**src/rtl/debounce_pkg.sv**
```systemverilog
`default_nettype none
// +--------------------------------------------------------------------------+
// | debounce_pkg : shared types and helpers for the multi-channel debouncer  |
// | Revision     : 1.0                                                       |
// +--------------------------------------------------------------------------+
package debounce_pkg;

  typedef enum logic [1:0] {
    S_LOW      = 2'd0,
    S_CHK_HIGH = 2'd1,
    S_HIGH     = 2'd2,
    S_CHK_LOW  = 2'd3
  } ch_state_t;

  function automatic logic [31:0] ms_to_cycles(input longint unsigned freq,
                                               input longint unsigned ms);
    longint unsigned cyc;
    cyc = (freq / 64'd1000) * ms;
    return cyc[31:0];
  endfunction

  // Width able to hold 0..max_count, never narrower than one bit.
  function automatic int cnt_width(input longint unsigned max_count);
    if (max_count == 64'd0) return 1;
    return $clog2(max_count + 64'd1);
  endfunction

endpackage
`default_nettype wire

```
**src/rtl/debounce_channel.sv**
```systemverilog
`default_nettype none
// +--------------------------------------------------------------------------+
// | debounce_channel : one button - synchroniser, debounce FSM, long-press   |
// |                    detection and auto-repeat pulse generation            |
// | Revision         : 1.0                                                   |
// +--------------------------------------------------------------------------+
module debounce_channel
  import debounce_pkg::*;
#(
  parameter int unsigned STABLE_CYC  = 1000,
  parameter int unsigned LONG_CYC    = 5000,
  parameter int unsigned REPEAT_CYC  = 2000,
  parameter int unsigned SYNC_STAGES = 2
) (
  input  logic clk,
  input  logic reset_n,
  input  logic button,
  output logic result,
  output logic rise,
  output logic fall,
  output logic long_press,
  output logic held,
  output logic rpt
);

  localparam int CNT_W  = cnt_width(64'(STABLE_CYC) - 64'd1);
  localparam int LCNT_W = cnt_width(64'(LONG_CYC) - 64'd1);
  localparam int RCNT_W = cnt_width((REPEAT_CYC == 0) ? 64'd0 : 64'(REPEAT_CYC) - 64'd1);
  localparam logic [CNT_W-1:0]  CNT_LAST  = CNT_W'(STABLE_CYC - 1);
  localparam logic [LCNT_W-1:0] LCNT_LAST = LCNT_W'(LONG_CYC - 1);
  localparam logic [RCNT_W-1:0] RCNT_LAST = RCNT_W'((REPEAT_CYC == 0) ? 0 : REPEAT_CYC - 1);
  localparam logic              RPT_EN    = (REPEAT_CYC != 0);

  logic [SYNC_STAGES-1:0] sync_q, sync_d;
  ch_state_t              state_q, state_d;
  logic [CNT_W-1:0]       cnt_q, cnt_d;
  logic [LCNT_W-1:0]      lcnt_q, lcnt_d;
  logic [RCNT_W-1:0]      rcnt_q, rcnt_d;
  logic                   result_q, result_d;
  logic                   rise_q, rise_d;
  logic                   fall_q, fall_d;
  logic                   long_press_q, long_press_d;
  logic                   held_q, held_d;
  logic                   rpt_q, rpt_d;
  logic                   sync_lvl;

  always_comb begin
    sync_d = {sync_q[SYNC_STAGES-2:0], button};
  end

  assign sync_lvl = sync_q[SYNC_STAGES-1];

  always_ff @(posedge clk or negedge reset_n) begin
    if (!reset_n) begin
      sync_q       <= '0;
      state_q      <= S_LOW;
      cnt_q        <= '0;
      lcnt_q       <= '0;
      rcnt_q       <= '0;
      result_q     <= 1'b0;
      rise_q       <= 1'b0;
      fall_q       <= 1'b0;
      long_press_q <= 1'b0;
      held_q       <= 1'b0;
      rpt_q        <= 1'b0;
    end else begin
      sync_q       <= sync_d;
      state_q      <= state_d;
      cnt_q        <= cnt_d;
      lcnt_q       <= lcnt_d;
      rcnt_q       <= rcnt_d;
      result_q     <= result_d;
      rise_q       <= rise_d;
      fall_q       <= fall_d;
      long_press_q <= long_press_d;
      held_q       <= held_d;
      rpt_q        <= rpt_d;
    end
  end

  always_comb begin
    state_d      = state_q;
    cnt_d        = cnt_q;
    lcnt_d       = lcnt_q;
    rcnt_d       = rcnt_q;
    result_d     = result_q;
    rise_d       = 1'b0;
    fall_d       = 1'b0;
    long_press_d = 1'b0;
    held_d       = held_q;
    rpt_d        = 1'b0;

    // Repeat timer only runs once the long press has been recognised.
    if (RPT_EN && held_q) begin
      if (rcnt_q == RCNT_LAST) begin
        rpt_d  = 1'b1;
        rcnt_d = '0;
      end else begin
        rcnt_d = rcnt_q + RCNT_W'(1);
      end
    end

    if (state_q == S_HIGH || state_q == S_CHK_LOW) begin
      if (!held_q && lcnt_q == LCNT_LAST) begin
        long_press_d = 1'b1;
        held_d       = 1'b1;
      end
      if (lcnt_q != LCNT_LAST) begin
        lcnt_d = lcnt_q + LCNT_W'(1);
      end
    end

    case (state_q)
      S_LOW: begin
        if (sync_lvl) begin
          state_d = S_CHK_HIGH;
          cnt_d   = '0;
        end
      end
      S_CHK_HIGH: begin
        if (!sync_lvl) begin
          state_d = S_LOW;
        end else if (cnt_q == CNT_LAST) begin
          state_d  = S_HIGH;
          result_d = 1'b1;
          rise_d   = 1'b1;
          lcnt_d   = '0;
        end else begin
          cnt_d = cnt_q + CNT_W'(1);
        end
      end
      S_HIGH: begin
        if (!sync_lvl) begin
          state_d = S_CHK_LOW;
          cnt_d   = '0;
        end
      end
      S_CHK_LOW: begin
        if (sync_lvl) begin
          state_d = S_HIGH;
        end else if (cnt_q == CNT_LAST) begin
          // Release wins over any long-press/repeat event on the same edge.
          state_d      = S_LOW;
          result_d     = 1'b0;
          fall_d       = 1'b1;
          held_d       = 1'b0;
          lcnt_d       = '0;
          rcnt_d       = '0;
          rpt_d        = 1'b0;
          long_press_d = 1'b0;
        end else begin
          cnt_d = cnt_q + CNT_W'(1);
        end
      end
      default: begin
        state_d = S_LOW;
      end
    endcase
  end

  assign result     = result_q;
  assign rise       = rise_q;
  assign fall       = fall_q;
  assign long_press = long_press_q;
  assign held       = held_q;
  assign rpt        = rpt_q;

endmodule
`default_nettype wire

```
**src/rtl/debounce_multi.sv**
```systemverilog
`default_nettype none
// +--------------------------------------------------------------------------+
// | debounce_multi : NUM_CH independent button debouncers with long-press    |
// |                  and auto-repeat outputs                                 |
// | Revision       : 1.0                                                     |
// +--------------------------------------------------------------------------+
module debounce_multi
  import debounce_pkg::*;
#(
  parameter int unsigned CLK_FREQ_HZ = 50_000_000,
  parameter int unsigned STABLE_MS   = 10,
  parameter int unsigned NUM_CH      = 4,
  parameter int unsigned LONG_MS     = 1000,
  parameter int unsigned REPEAT_MS   = 200,
  parameter int unsigned SYNC_STAGES = 2
) (
  input  logic              clk,
  input  logic              reset_n,
  input  logic [NUM_CH-1:0] button,
  output logic [NUM_CH-1:0] result,
  output logic [NUM_CH-1:0] rise,
  output logic [NUM_CH-1:0] fall,
  output logic [NUM_CH-1:0] long_press,
  output logic [NUM_CH-1:0] held,
  output logic [NUM_CH-1:0] rpt
);

  localparam int unsigned STABLE_CYC = ms_to_cycles(64'(CLK_FREQ_HZ), 64'(STABLE_MS));
  localparam int unsigned LONG_CYC   = ms_to_cycles(64'(CLK_FREQ_HZ), 64'(LONG_MS));
  localparam int unsigned REPEAT_CYC = (REPEAT_MS == 0) ? 0 :
                                       ms_to_cycles(64'(CLK_FREQ_HZ), 64'(REPEAT_MS));

  if (STABLE_CYC < 1) begin : g_chk_stable
    $error("debounce_multi: STABLE_CYC must be at least 1");
  end
  if (LONG_CYC < 1) begin : g_chk_long
    $error("debounce_multi: LONG_CYC must be at least 1");
  end
  if (REPEAT_MS != 0 && REPEAT_CYC < 1) begin : g_chk_repeat
    $error("debounce_multi: REPEAT_MS too small for CLK_FREQ_HZ");
  end
  if (NUM_CH < 1) begin : g_chk_num_ch
    $error("debounce_multi: NUM_CH must be at least 1");
  end
  if (SYNC_STAGES < 2) begin : g_chk_sync
    $error("debounce_multi: SYNC_STAGES must be at least 2");
  end

  for (genvar i = 0; i < NUM_CH; i++) begin : g_ch
    debounce_channel #(
      .STABLE_CYC (STABLE_CYC),
      .LONG_CYC   (LONG_CYC),
      .REPEAT_CYC (REPEAT_CYC),
      .SYNC_STAGES(SYNC_STAGES)
    ) u_channel (
      .clk       (clk),
      .reset_n   (reset_n),
      .button    (button[i]),
      .result    (result[i]),
      .rise      (rise[i]),
      .fall      (fall[i]),
      .long_press(long_press[i]),
      .held      (held[i]),
      .rpt       (rpt[i])
    );
  end

endmodule
`default_nettype wire
```
**config.mk**
```make
export PLATFORM = sky130hd
export DESIGN_NAME = debounce_multi
export DESIGN_NICKNAME = d
export VERILOG_FILES = /design/src/rtl/debounce_pkg.sv /design/src/rtl/debounce_channel.sv /design/src/rtl/debounce_multi.sv
export SDC_FILE = /design/constraint.sdc
export NUM_CORES = 1
export LEC_CHECK = 0
export BUFFER_PORTS_ARGS = -buffer_cell sky130_fd_sc_hd__buf_2
export CAP_MARGIN = 20
export CORE_MARGIN = 3
export CORE_UTILIZATION = 60
export CTS_CLUSTER_SIZE = 20
export DETAILED_ROUTE_END_ITERATION = 12
export PLACE_DENSITY = 0.88
export SYNTH_ARGS = -nofsm -noshare
export SYNTH_HDL_FRONTEND = slang
export SYNTH_SLANG_ARGS = --single-unit
```
**constraint.sdc**
```tcl
create_clock -name clk -period 5.75 [get_ports clk]
set_input_delay 0.2875 -clock clk [delete_from_list [all_inputs] [get_ports clk]]
set_output_delay 0.2875 -clock clk [all_outputs]
set_load 0.005 [all_outputs]
```
==> qor.yml <==
status: "finished clean"
cp-start-kind: "flip-flop"
ys_seq_elements: 316
clk_pin_slew_worst_paths_ns: 0.06
slowest_stage: "and2_1"
start_util_pct: 61.9
crit_arrival_ns: 3.09
io_pins: 30
netlist_area_um2: 16400
grt_pass1_vias: 12300
fin_hold_ws_ns: 0.351
antenna_found_initial: 0
die_w_um: 171
rsz0062_at_grt: "false"
clk_latency_ns: 0.52
antenna_cells: 0
synthTopCellsByArea: "dfrtp_1 48%, nor2_1 6.3%, xor2_1 5.4%, xnor2_1 4.9%, nand4_1 3.1%"
avgRoutedWirePerCell_um: 16.0
cp_slowest_stage_delay_ns: 0.71
die_h_um: 171
syn-instance-count: 1718
crit_family: "simple AND/OR/NAND/NOR gates"
cts_buffer_depth: 3
nets: 1730
routed_via_density: 6.14
synthArstFlopShare_pct: 100
p_leak_nw: 7.78
rr_worst_depth: 6
p_total_mw: 4.80
yosysMostFrequentCell: "dfrtp_1"
power_density_nw_per_um2: 269
drt-pass1-iter-count: 5
cts.sinks: 316
cts_tree: "yes"
drt_iter0_drc: 1073
dp_hpwl_mm: 21.3
synth_top_area_cell: "dfrtp_1"
worst_slew_pin_slew_ns: 0.997
grt.total_usage_pct: 22.7
slew_violations: 0
port_buffers: 29
drv_cap: 0
drtAntennaViolNets: 0
drc: 0
drive_gt1_share_pct: 7.21
hold_depth: 0
syn-num-nets: 1736
setup_viol: 0
numCtsBuffers: 35
synth_top_area_share_pct: 48.3
grt_pass1_wl_mm: 57.2
synth_edf_count: 0
rows: 59
p_sw_share_pct: 20.6
gr-total-overflow: 0
fin_setup_tns_ns: 0
routabilityCongestion: 0.873
seqPwrFrac_pct: 47.4
wirelength_mm: 33.0
synth.distinct_cells: 74
path_depth: 6
clock-root-buffer: "clkbuf_16"
worst_slack_ns: 3.03
ir_drop_mv: 0.284
num_vias: 12700
clkPwrFrac_pct: 50.3
hold_path_class: "reg -> reg"
fmax_mhz: 368
path_class: "reg -> reg"
yosys_warnings: 0
core-area_um2: 26400
area_delta_synth_final_pct: 9.00
hold_viol: 0
p_int_mw: 3.81
place_ws_ns: 3.11
die-area_um2: 29300
htreeDepth: 2
path_buf_inv: 0
cpMostUsedCell: "and2_1"
combPwrFrac_pct: 2.3
end_kind: "flip-flop"
synth_flop_cell: "dfrtp_1"
slew_headroom_pct: 33.0
cp.required_ns: 6.12
cts.repair.resized: 0
fin_crit_sh_pct: 47.3
finalClockSkew_ns: 0.0196
p_switching_mw: 0.992
critPathMaxFanout: 20
timing.final.crit_period_ns: 2.72
netlist_top_cells_count: "316 x dfrtp_1, 274 x nor2_1, 128 x nand2_1"
grt_max_degree: 140
synth_seq_area_share_pct: 48.3
avgSynthCellArea_um2: 9.52
crit_chain: "ha_1 -> and2_1 -> nand4_1 -> nor4_1 -> and2_1 -> nor2_1"
path summary, 6_finish.rpt:
path / startpoint / end / slack, ns
worst max-delay path: g_ch[3].u_channel.cnt_q[0]$_DFFE_PN0P_ / g_ch[3].u_channel.lcnt_q[20]$_DFF_PN0_ / 3.03
worst min-delay path: g_ch[1].u_channel.sync_q[0]$_DFF_PN0_ / g_ch[1].u_channel.sync_q[1]$_DFF_PN0_ / 0.35
worst max register to register: g_ch[3].u_channel.cnt_q[0]$_DFFE_PN0P_ / g_ch[3].u_channel.lcnt_q[20]$_DFF_PN0_ / 3.03
worst min register to register: g_ch[1].u_channel.sync_q[0]$_DFF_PN0_ / g_ch[1].u_channel.sync_q[1]$_DFF_PN0_ / 0.35
max in group asynchronous: reset_n / g_ch[2].u_channel.rcnt_q[17]$_DFF_PN0_ / 3.88
min in group asynchronous: reset_n / g_ch[3].u_channel.rcnt_q[16]$_DFF_PN0_ / 0.37
per-stage QoR:
step	utilization, %	cells	instance area [um^2]
after CTS	67.4	2067	17800
after global placement	62.5	2003	16500
final	67.5	2068	17800
after global routing	67.5	2068	17800
after detailed placement	62.5	2004	16500
after floorplan	-	1718	16400
sequential cells by signal, summed over array words and instances (netlist names), named ones only:
register,cells
g_ch.u_channel.cnt_q,76
g_ch.u_channel.fall,4
g_ch.u_channel.held,4
g_ch.u_channel.lcnt_q,104
g_ch.u_channel.long_press,4
g_ch.u_channel.rcnt_q,96
g_ch.u_channel.result,4
g_ch.u_channel.rise,4
g_ch.u_channel.rpt,4
g_ch.u_channel.state_q,4
g_ch.u_channel.sync_q,8
cell usage in the layout (no fill, tap or decap), types with 36 or more instances in the layout:
master     count
clkbuf_16     36
nor2_1       274
xnor2_1       91
and3_1        43
nand3_1       98
nand2_1      128
dfrtp_1      316
xor2_1       101
a21oi_1       66
nand4_1       80
nor3_1        57
o21ai_0       37
per-layer routing:
layer,share of wire [%],routed length (um),track usage (%)
met4,1.7,572,6.05
met5,0,0,0
met2,49,16200,37.9
met3,3.7,1230,3.10
met1,45,15000,31.6
area by class of cell:
class | count | area (um^2)
sequential | 316 | 7910
clock inverter | 12 | 250
clock buffer | 46 | 998
timing repair buffer | 40 | 263
multi-input combinational | 1290 | 7880
inverter | 29 | 109
fill | 1904 | 8600
tap | 335 | 419
cell families (layout without fill, tap and decap cells):
kind of cell             Yosys count  count (layout)  share of synthesized area, %
buffers and inverters            112             127                          3.60
adder cells (fa/ha/maj)           12              12                         0.918
flip-flops                       316             316                          48.3
AND/OR/NAND/NOR                  885             885                          28.6
XOR/XNOR                         193             193                          10.3
AO/OA/AOI/OAI                    180             180                          6.92
multiplexers                      20              20                          1.27
power by group through the flow:
stage / Sequential [mW] / Clock (mW) / Combinational [mW]
floorplan: 2.30 / 0 / 0.0522
global placement: 2.31 / 0 / 0.105
detailed placement: 2.31 / 0 / 0.109
CTS: 2.27 / 2.46 / 0.113
global route: 2.28 / 2.56 / 0.126
finish: 2.28 / 2.42 / 0.110
timing repair:
item / CTS / global route
endpoints found under the hold margin: 100 / 0
buffers inserted: 0 / 0
hold buffers: 5 / 0
Power figures use the tool's default switching activity.
